[config.mk]
export PLATFORM = sky130hd
export DESIGN_NAME = fpsu_alt_arb
export DESIGN_NICKNAME = d
export VERILOG_FILES = /design/src/rtl/fpsu_alt_pkg.sv /design/src/rtl/fpsu_alt_donepipe.sv /design/src/rtl/fpsu_alt_arb.sv
export SDC_FILE = /design/constraint.sdc
export NUM_CORES = 1
export LEC_CHECK = 0
export CAP_MARGIN = 10
export CORE_AREA = 2 2 164 166
export DETAILED_ROUTE_END_ITERATION = 8
export DIE_AREA = 0 0 166 168
export PLACE_DENSITY = 0.68
export SLEW_MARGIN = 30
export SYNTH_ARGS = -nofsm -noshare
export SYNTH_HDL_FRONTEND = slang
export SYNTH_HIERARCHICAL = 1
export SYNTH_SLANG_ARGS = --single-unit
[constraint.sdc]
create_clock -name clk -period 6.4 [get_ports clk]
set_input_delay 1.92 -clock clk [delete_from_list [all_inputs] [get_ports clk]]
set_output_delay 1.92 -clock clk [all_outputs]
set_load 0.03 [all_outputs]
[src/rtl/fpsu_alt_pkg.sv]
`default_nettype none
// ============================================================================
//  Module      : fpsu_alt_pkg
//  Description : Shared definitions for the unit-2 alternate-operand
//                injection arbiter: injection codes, SIMD half width and
//                the requester bundle.
//  Revision    : 1.0 - initial release
// ============================================================================
package fpsu_alt_pkg;

    // Width of one low-half SIMD operand
    localparam int unsigned c_simd_hw = 68;

    // ALT_INP injection codes; ALT_NONE means no injection this cycle
    typedef enum logic [1:0] {
        ALT_NONE = 2'd0,
        ALT_MOV  = 2'd1,
        ALT_RPL  = 2'd2,
        ALT_PAIR = 2'd3
    } alt_code_e;

    // One requester's view of the injection port
    typedef struct packed {
        logic                 vld;
        logic [1:0]           kind;
        logic [c_simd_hw-1:0] a;
        logic [c_simd_hw-1:0] b;
    } alt_req_t;

endpackage
`default_nettype wire

[src/rtl/fpsu_alt_donepipe.sv]
`default_nettype none
// ============================================================================
//  Module      : fpsu_alt_donepipe
//  Description : LAT-deep {valid, src} shift register that follows each
//                injection through unit 2 and flags its result cycle.
//                Never stalls; reset discards everything in flight.
//  Revision    : 1.0 - initial release
// ============================================================================
module fpsu_alt_donepipe #(
    parameter int LAT = 4
) (
    input  logic clk,
    input  logic rst,
    input  logic i_vld,
    input  logic i_src,
    output logic o_vld,
    output logic o_src
);

    logic [LAT-1:0] r_vld;
    logic [LAT-1:0] r_src;

    // Shift one stage per cycle; stage 0 takes the new injection
    always_ff @(posedge clk) begin
        if (rst) begin
            r_vld <= '0;
            r_src <= '0;
        end else begin
            r_vld[0] <= i_vld;
            r_src[0] <= i_src;
            for (int i = 1; i < LAT; i++) begin
                r_vld[i] <= r_vld[i-1];
                r_src[i] <= r_src[i-1];
            end
        end
    end

    assign o_vld = r_vld[LAT-1];
    assign o_src = r_src[LAT-1];

endmodule
`default_nettype wire

[src/rtl/fpsu_alt_arb.sv]
`default_nettype none
// ============================================================================
//  Module      : fpsu_alt_arb
//  Description : Arbiter/sequencer for the unit-2 alternate-operand port.
//                Grants at most one of two requesters per empty issue slot
//                (round-robin on contention), registers the injection,
//                tracks completion LAT cycles later and, when the
//                FPSU_ALT_STARVE_EN macro is defined, raises alt_stall
//                when a requester has waited STARVE cycles.
//  Revision    : 1.0 - initial release
// ============================================================================
module fpsu_alt_arb
    import fpsu_alt_pkg::*;
#(
    parameter int LAT    = 4,
    parameter int STARVE = 8
) (
    input  logic                 clk,
    input  logic                 rst,
    input  logic                 req0_vld,
    input  logic [1:0]           req0_kind,
    input  logic [c_simd_hw-1:0] req0_a,
    input  logic [c_simd_hw-1:0] req0_b,
    output logic                 req0_rdy,
    input  logic                 req1_vld,
    input  logic [1:0]           req1_kind,
    input  logic [c_simd_hw-1:0] req1_a,
    input  logic [c_simd_hw-1:0] req1_b,
    output logic                 req1_rdy,
    input  logic [3:0]           u5_en,
    output logic [1:0]           ALT_INP,
    output logic [c_simd_hw-1:0] ALTDATA0,
    output logic [c_simd_hw-1:0] ALTDATA1,
    output logic                 done_vld,
    output logic                 done_src,
    output logic                 alt_stall
);

    // Parameter sanity: LAT must fit the 1..15 pipe range, STARVE the 8-bit counter
    if (LAT < 1 || LAT > 15) begin : g_bad_lat
        $error("fpsu_alt_arb: LAT out of range 1..15");
    end
    if (STARVE < 1 || STARVE > 255) begin : g_bad_starve
        $error("fpsu_alt_arb: STARVE out of range 1..255");
    end

    alt_req_t             w_req0;
    alt_req_t             w_req1;
    alt_req_t             w_win;
    logic [1:0]           w_elig;
    logic [1:0]           w_gnt;
    logic                 w_slot_free;
    logic                 w_sel;
    logic                 w_inj_vld;
    logic                 r_rr;
    logic [1:0]           r_alt_inp;
    logic [c_simd_hw-1:0] r_data0;
    logic [c_simd_hw-1:0] r_data1;
    logic                 r_inj_src;

    assign w_req0 = '{vld: req0_vld, kind: req0_kind, a: req0_a, b: req0_b};
    assign w_req1 = '{vld: req1_vld, kind: req1_kind, a: req1_a, b: req1_b};

    // A request with code ALT_NONE is never eligible
    assign w_elig[0] = w_req0.vld && (w_req0.kind != ALT_NONE);
    assign w_elig[1] = w_req1.vld && (w_req1.kind != ALT_NONE);

    // Only slots the scheduler left empty can take an injection; nothing is granted in reset
    assign w_slot_free = !rst && (u5_en == 4'd0);

    // Grant: a lone eligible requester wins, contention goes to the rr pointer
    always_comb begin
        w_gnt = 2'b00;
        if (w_slot_free) begin
            if (&w_elig) begin
                w_gnt = r_rr ? 2'b10 : 2'b01;
            end else begin
                w_gnt = w_elig;
            end
        end
    end

    assign w_sel    = w_gnt[1];
    assign w_win    = w_sel ? w_req1 : w_req0;
    assign req0_rdy = w_gnt[0];
    assign req1_rdy = w_gnt[1];

    // Round-robin pointer moves only when a contested grant is made
    always_ff @(posedge clk) begin
        if (rst) begin
            r_rr <= 1'b0;
        end else if (w_slot_free && (&w_elig)) begin
            r_rr <= ~r_rr;
        end
    end

    // Injection stage: code for one cycle after the grant, operands hold between grants
    always_ff @(posedge clk) begin
        if (rst) begin
            r_alt_inp <= ALT_NONE;
            r_data0   <= '0;
            r_data1   <= '0;
            r_inj_src <= 1'b0;
        end else if (|w_gnt) begin
            r_alt_inp <= w_win.kind;
            r_data0   <= w_win.a;
            r_data1   <= w_win.b;
            r_inj_src <= w_sel;
        end else begin
            r_alt_inp <= ALT_NONE;
        end
    end

    assign ALT_INP  = r_alt_inp;
    assign ALTDATA0 = r_data0;
    assign ALTDATA1 = r_data1;

    // The pipe starts from the visible injection, so done lands LAT cycles after it
    assign w_inj_vld = (r_alt_inp != ALT_NONE);

    fpsu_alt_donepipe #(
        .LAT (LAT)
    ) u_donepipe (
        .clk   (clk),
        .rst   (rst),
        .i_vld (w_inj_vld),
        .i_src (r_inj_src),
        .o_vld (done_vld),
        .o_src (done_src)
    );

`ifdef FPSU_ALT_STARVE_EN
    localparam logic [7:0] c_starve_thr = 8'(STARVE);

    logic [1:0][7:0] r_cnt;
    logic [1:0][7:0] w_cnt_nxt;
    logic            r_alt_stall;

    // Per requester: count eligible-but-not-granted cycles, saturating at 255
    for (genvar g = 0; g < 2; g++) begin : g_starve
        assign w_cnt_nxt[g] = (w_elig[g] && !w_gnt[g])
                            ? ((r_cnt[g] == 8'hFF) ? r_cnt[g] : r_cnt[g] + 8'd1)
                            : 8'd0;
    end

    // Counters and the stall flag are registered from the same next-count values
    always_ff @(posedge clk) begin
        if (rst) begin
            r_cnt       <= '0;
            r_alt_stall <= 1'b0;
        end else begin
            r_cnt       <= w_cnt_nxt;
            r_alt_stall <= (w_cnt_nxt[0] >= c_starve_thr) || (w_cnt_nxt[1] >= c_starve_thr);
        end
    end

    assign alt_stall = r_alt_stall;
`else
    assign alt_stall = 1'b0;
`endif

endmodule
`default_nettype wire

# ---- Yosys cells after proc, flatten, opt, wreduce, memory -nomap -nowiden
# Index checks and enable logic that the tools add are counted.
dict set report totals {
  regBits 148
  in_bits 284
  output_inout_bits 143
  word_cells 25
}
dict set report op_classes {
  n_mux 4
  bitwise 2
  reduce_logical 12
}
# op count
set ops {}
lappend ops {{two-way mux 138 bit} 1}
lappend ops {{two-way mux 2 bit} 3}
lappend ops {{nonzero test 2 bit} 3}
lappend ops {{logical AND 1 bit} 4}
lappend ops {{zero test 4 bit} 1}
lappend ops {{OR reduction 2 bit} 2}
lappend ops {{inverter 1 bit} 2}
lappend ops {{AND reduction 2 bit} 1}
lappend ops {{zero test 1 bit} 1}

# ---- Logic depth before layout (Yosys ltp)
dict set report logic_depth {
  depth_word 8
  mapped_depth 7
  ltp_nobuf 4
}

# ---- Hierarchy
# The synthesis kept the hierarchy.
# mod n_inst cells_each area_each_um2 seq_area_each_um2
set by_module_without_submodules {}
lappend by_module_without_submodules {fpsu_alt_arb 1 833 6815.3 2802.7}
lappend by_module_without_submodules {fpsu_alt_donepipe 1 16 210.2 160.2}

# ---- Least setup slack after synthesis
# Ideal clock, no wire load.
dict set report synth_path {
  path_kind {in2out}
  from {input u5_en[1]}
  to {output req1_rdy}
  t_arrival_ns 3.350
  t_required_ns 4.480
  setup_slack_ns 1.130
  stages 6
  path_buffers 3
  cell_sequence {or3_4 or2_1 buf_2 buf_6 buf_6 nor2_1}
}
dict set report synth_via {
  elab_chain_cells 3
}
# element line
set synth_rtl {}
lappend synth_rtl {{start: declaration} fpsu_alt_arb.sv:30} ;# input logic [3:0] u5_en,
lappend synth_rtl {{zero test 4 bit} fpsu_alt_arb.sv:69} ;# assign w_slot_free = !rst && (u5_en == 4'd0);
lappend synth_rtl {{logical AND 1 bit} fpsu_alt_arb.sv:69}
lappend synth_rtl {{two-way mux 2 bit} fpsu_alt_arb.sv:74} ;# if (w_slot_free) begin
lappend synth_rtl {{end: declaration} fpsu_alt_arb.sv:29} ;# output logic req1_rdy,
# Every way passes these cells.

# ---- Worst setup path in the final report
dict set report layout_path {
  from {input u5_en[1]}
  to {output req0_rdy}
}
dict set report layout_via {
  elab_chain_cells 3
}
# element line
set layout_rtl {}
lappend layout_rtl {{zero test 4 bit} fpsu_alt_arb.sv:69}
lappend layout_rtl {{logical AND 1 bit} fpsu_alt_arb.sv:69}
lappend layout_rtl {{two-way mux 2 bit} fpsu_alt_arb.sv:74}
lappend layout_rtl {{end: declaration} fpsu_alt_arb.sv:24} ;# output logic req0_rdy,
# Every way passes these cells.

==> metrics.txt <==
# TYPE chip_impl_metric gauge
chip_impl_metric{name="worstSkewPairLatency",unit="ns"} 0.41
chip_impl_metric{name="wirelength",unit="mm"} 29.2
chip_impl_metric{name="fillerInstances",unit=""} 2587
chip_impl_info{name="most_common_library_cell_in_the_layout_ignoring_fill_and_taps",value="sky130_fd_sc_hd__clkdlybuf4s50_1"} 1
chip_impl_info{name="worstHoldPathType",value="flip-flop to flip-flop"} 1
chip_impl_info{name="path_delay_family",value="buffers and inverters"} 1
chip_impl_metric{name="crit_required",unit="ns"} 4.48
chip_impl_metric{name="fin_crit_sh",unit="%"} 92.2
chip_impl_info{name="crit_start",value="u5_en[1]"} 1
chip_impl_metric{name="cts.sinks",unit=""} 148
chip_impl_info{name="critical-path-slowest-cell",value="sky130_fd_sc_hd__clkdlybuf4s50_1"} 1
chip_impl_metric{name="final_design_area_no_fill",unit="um2"} 12000
chip_impl_metric{name="synth-seq-cells",unit=""} 148
chip_impl_metric{name="syn2layout_area_growth",unit="%"} 70.6
chip_impl_metric{name="critPathArrivalTime",unit="ns"} 3.98
chip_impl_metric{name="final_setup_skew",unit="ns"} 0.0158
chip_impl_info{name="min-delay-start",value="u_donepipe/r_src[1]"} 1
chip_impl_metric{name="drc_errors",unit=""} 0
chip_impl_info{name="critical_path.cell_chain",value="clkdlybuf4s50_1 > or3_4 > or2_4 > a211oi_2 > clkdlybuf4s50_1"} 1
chip_impl_metric{name="global_route_wire_length_before_repair",unit="mm"} 45.5
chip_impl_metric{name="detailroute.via_count",unit=""} 8391
chip_impl_metric{name="critPathBufInv",unit=""} 2
chip_impl_metric{name="path_clk_slew",unit="ns"} 0.07
chip_impl_info{name="worst_setup_path_start_kind",value="input pin"} 1
chip_impl_metric{name="detail_route.iter0.violations",unit=""} 674
chip_impl_metric{name="post-cts-setup-buffers",unit=""} 0
chip_impl_metric{name="die-width",unit="um"} 166
chip_impl_metric{name="grt_antenna_before_repair",unit=""} 0
chip_impl_metric{name="max_freq",unit="GHz"} 0.169
chip_impl_metric{name="antenna-diode-count",unit=""} 0
chip_impl_metric{name="postRouteAntennaNets",unit=""} 0
chip_impl_metric{name="finalSetupTns",unit="ns"} 0
chip_impl_info{name="cts_tree",value="built"} 1
chip_impl_metric{name="cts-buffers-inserted",unit=""} 17
chip_impl_metric{name="dp.final_hpwl",unit="mm"} 19.1
chip_impl_metric{name="syn_inst",unit=""} 849
chip_impl_metric{name="final_max_slew_viol_count",unit=""} 0
chip_impl_metric{name="total_of_warnings_raised_by_yosys",unit=""} 6
chip_impl_metric{name="yosysUniqueCellTypes",unit=""} 27
chip_impl_info{name="final_cell_mix",value="sky130_fd_sc_hd__clkdlybuf4s50_1, sky130_fd_sc_hd__dfxtp_1, sky130_fd_sc_hd__nor2_1, sky130_fd_sc_hd__nand4_1, sky130_fd_sc_hd__a311oi_1"} 1
chip_impl_metric{name="num_io_pins",unit=""} 427
chip_impl_metric{name="place.gp.congestion",unit=""} 0.782
chip_impl_metric{name="maxSlewHeadroom",unit="%"} 39.0
chip_impl_metric{name="total_area_of_multi_input_combinational_cells",unit="um2"} 3490
chip_impl_metric{name="cts_hold_repair.buffers",unit=""} 0
chip_impl_metric{name="crit_path_setup_slack_layout",unit="ns"} 0.499
chip_impl_metric{name="fin_nets",unit=""} 1480
chip_impl_metric{name="setup_viol",unit=""} 0
chip_impl_metric{name="pre_cts_ws",unit="ns"} 0.505
chip_impl_metric{name="post_synth_instance_area",unit="um2"} 7030
chip_impl_info{name="path_class",value="input pin to output pin"} 1
chip_impl_metric{name="clock_path_buffers",unit=""} 2
chip_impl_metric{name="gr-total-overflow",unit=""} 0
chip_impl_metric{name="worstPathMaxFanout",unit=""} 4
chip_impl_metric{name="place_area",unit="um2"} 11400
chip_impl_metric{name="worst-slew-pin-transition",unit="ns"} 0.915
chip_impl_metric{name="row_count",unit=""} 60
chip_impl_metric{name="ys_seq_area_share",unit="%"} 42.2
chip_impl_metric{name="global_route.usage.total",unit="%"} 20.0
chip_impl_metric{name="fin_crit",unit="ns"} 5.90
chip_impl_metric{name="floorplan.die.height",unit="um"} 168
chip_impl_metric{name="cp_slowest_stage_delay",unit="ns"} 0.72
chip_impl_metric{name="core",unit="um2"} 26400
chip_impl_metric{name="final_layout_size_suffix_gt1_share",unit="%"} 5.38
chip_impl_metric{name="vdd_ir_drop_max",unit="mV"} 0.132
chip_impl_metric{name="power_per_unit_of_standard_cell_area",unit="nW/um2"} 195
chip_impl_info{name="root_buf_cell",value="sky130_fd_sc_hd__clkbuf_16"} 1
chip_impl_metric{name="via_count_of_the_first_global_routing_pass",unit=""} 8046
chip_impl_metric{name="final_hold_violating_endpoints",unit=""} 0
chip_impl_metric{name="mean_instance_size_in_the_synthesized_netlist",unit="um2"} 8.28
chip_impl_metric{name="dieArea",unit="um2"} 27900
chip_impl_metric{name="clock_tree.htree_level_count",unit=""} 4
chip_impl_metric{name="initial_utilization",unit="%"} 26.7
chip_impl_metric{name="first_pass_iters",unit=""} 5
chip_impl_metric{name="finalHoldWorstSlack",unit="ns"} 0.428
chip_impl_metric{name="numPortBuffers",unit=""} 425
chip_impl_info{name="grt_setup_unrepaired",value="no"} 1
chip_impl_info{name="critPathMostFrequentCell",value="sky130_fd_sc_hd__clkdlybuf4s50_1"} 1
chip_impl_metric{name="drt-vias-per-instance",unit=""} 5.41
chip_impl_info{name="setup.worst_path.end_class",value="output pin"} 1
chip_impl_metric{name="register_area",unit="um2"} 2960
chip_impl_metric{name="max_cap_violations",unit=""} 0
chip_impl_metric{name="avgRoutedWirePerCell",unit="um"} 18.9
chip_impl_metric{name="ctsResizeCount",unit=""} 0
chip_impl_info{name="r2r_path_start",value="r_rr"} 1
chip_impl_metric{name="power.static_leakage",unit="nW"} 3.57
chip_impl_metric{name="grt_start_max_net_pins",unit=""} 84
chip_impl_info{name="status",value="finished, final reports clean"} 1
chip_impl_metric{name="net_count_of_the_mapped_netlist",unit=""} 1133
registers in the layout, summed over array words and instances, names as in the netlist:
name              cells
ALTDATA1             68
u_donepipe/r_vld      4
u_donepipe/r_src      4
ALT_INP               2
ALTDATA0             68
r_inj_src             1
r_rr                  1
final timing paths:
kind | end | slack, ns | cells past startpoint
max reg2reg | ALTDATA1[5] | 3.86 | 5
min | u_donepipe/r_src[2] | 0.43 | 1
min reg2reg | u_donepipe/r_src[2] | 0.43 | 1
max | req0_rdy | 0.50 | 5
cell type report:
type                       count  share of cell area (%)
clock buffer                  20                    3.64
clock inverter                12                    1.21
inverter                       1                  0.0313
multi-input combinational    578                    29.1
sequential                   148                    24.7
tap                          341                    3.56
timing repair buffer         450                    37.7
through the flow:
step | utilization [%] | std cells | power (mW)
2_1_floorplan | - | 849 | 1.10
3_3_place_gp | 43.1 | 1515 | 1.34
3_5_place_dp | 43.2 | 1517 | 1.34
4_1_cts | 45.4 | 1549 | 2.36
5_1_grt | 45.5 | 1550 | 2.44
6_report | 45.5 | 1550 | 2.33
power breakdown:
| group | total, mW | internal (mW) | switching, mW |
|---|---|---|---|
| Clock | 1.01 | 0.583 | 0.430 |
| Sequential | 0.942 | 0.935 | 0.00755 |
| Combinational | 0.378 | 0.206 | 0.172 |
worst register-to-register path, stage by stage, from the launching register on:
cell,delay [ns]
sky130_fd_sc_hd__dfxtp_1,0.38
sky130_fd_sc_hd__o21ai_4,0.17
sky130_fd_sc_hd__buf_4,0.51
sky130_fd_sc_hd__buf_4,0.79
sky130_fd_sc_hd__o21ai_0,0.27
sky130_fd_sc_hd__a311oi_1,0.32
synth_stat cells:
cell type                    n  share of area, %
sky130_fd_sc_hd__buf_6      10               1.6
sky130_fd_sc_hd__clkbuf_2    1             0.071
sky130_fd_sc_hd__o32ai_1     1              0.12
sky130_fd_sc_hd__or3_4       1              0.16
sky130_fd_sc_hd__nand2_1     2              0.11
sky130_fd_sc_hd__nor4_1      1             0.089
sky130_fd_sc_hd__buf_1       2              0.11
sky130_fd_sc_hd__a211oi_2    2              0.36
sky130_fd_sc_hd__nor2_2      1             0.089
sky130_fd_sc_hd__conb_1      1             0.053
sky130_fd_sc_hd__xnor2_1     1              0.12
sky130_fd_sc_hd__nor2b_1     8              0.71
sky130_fd_sc_hd__o21ai_0   119               8.5
sky130_fd_sc_hd__inv_1       1             0.053
sky130_fd_sc_hd__o21ai_2     1              0.12
sky130_fd_sc_hd__a21oi_1     2              0.14
sky130_fd_sc_hd__dfxtp_1   148                42
sky130_fd_sc_hd__buf_2      40               2.8
sky130_fd_sc_hd__nor2_1    138               7.4
sky130_fd_sc_hd__clkbuf_1   63               3.4
sky130_fd_sc_hd__nand4_1   138                12
sky130_fd_sc_hd__or2_2       1             0.089
sky130_fd_sc_hd__o21ai_1    21               1.5
sky130_fd_sc_hd__o21a_1      1              0.11
sky130_fd_sc_hd__buf_4       6              0.64
sky130_fd_sc_hd__or2_1       3              0.27
sky130_fd_sc_hd__a311oi_1  136                17
logic make-up after synthesis:
logic type	count (synthesis)	synth area share (%)
other	1	0.0534
flip-flops	148	42.2
XOR/XNOR	1	0.125
AND/OR/NAND/NOR	293	21.2
AO/OA/AOI/OAI	283	27.8
buffers and inverters	123	8.69
metal layers:
layer  GRT usage, %  wire length (um)  share of wire (%)  vias to the layer above
met3           6.30              2460                8.4                       32
met2           33.1             14000                 48                      377
li1               -                 -                  -                     3986
met5              0                 0                  0                        -
met4           5.60               545                1.9                        0
met1           25.2             12300                 42                     3996
Power figures use the tool's default switching activity.
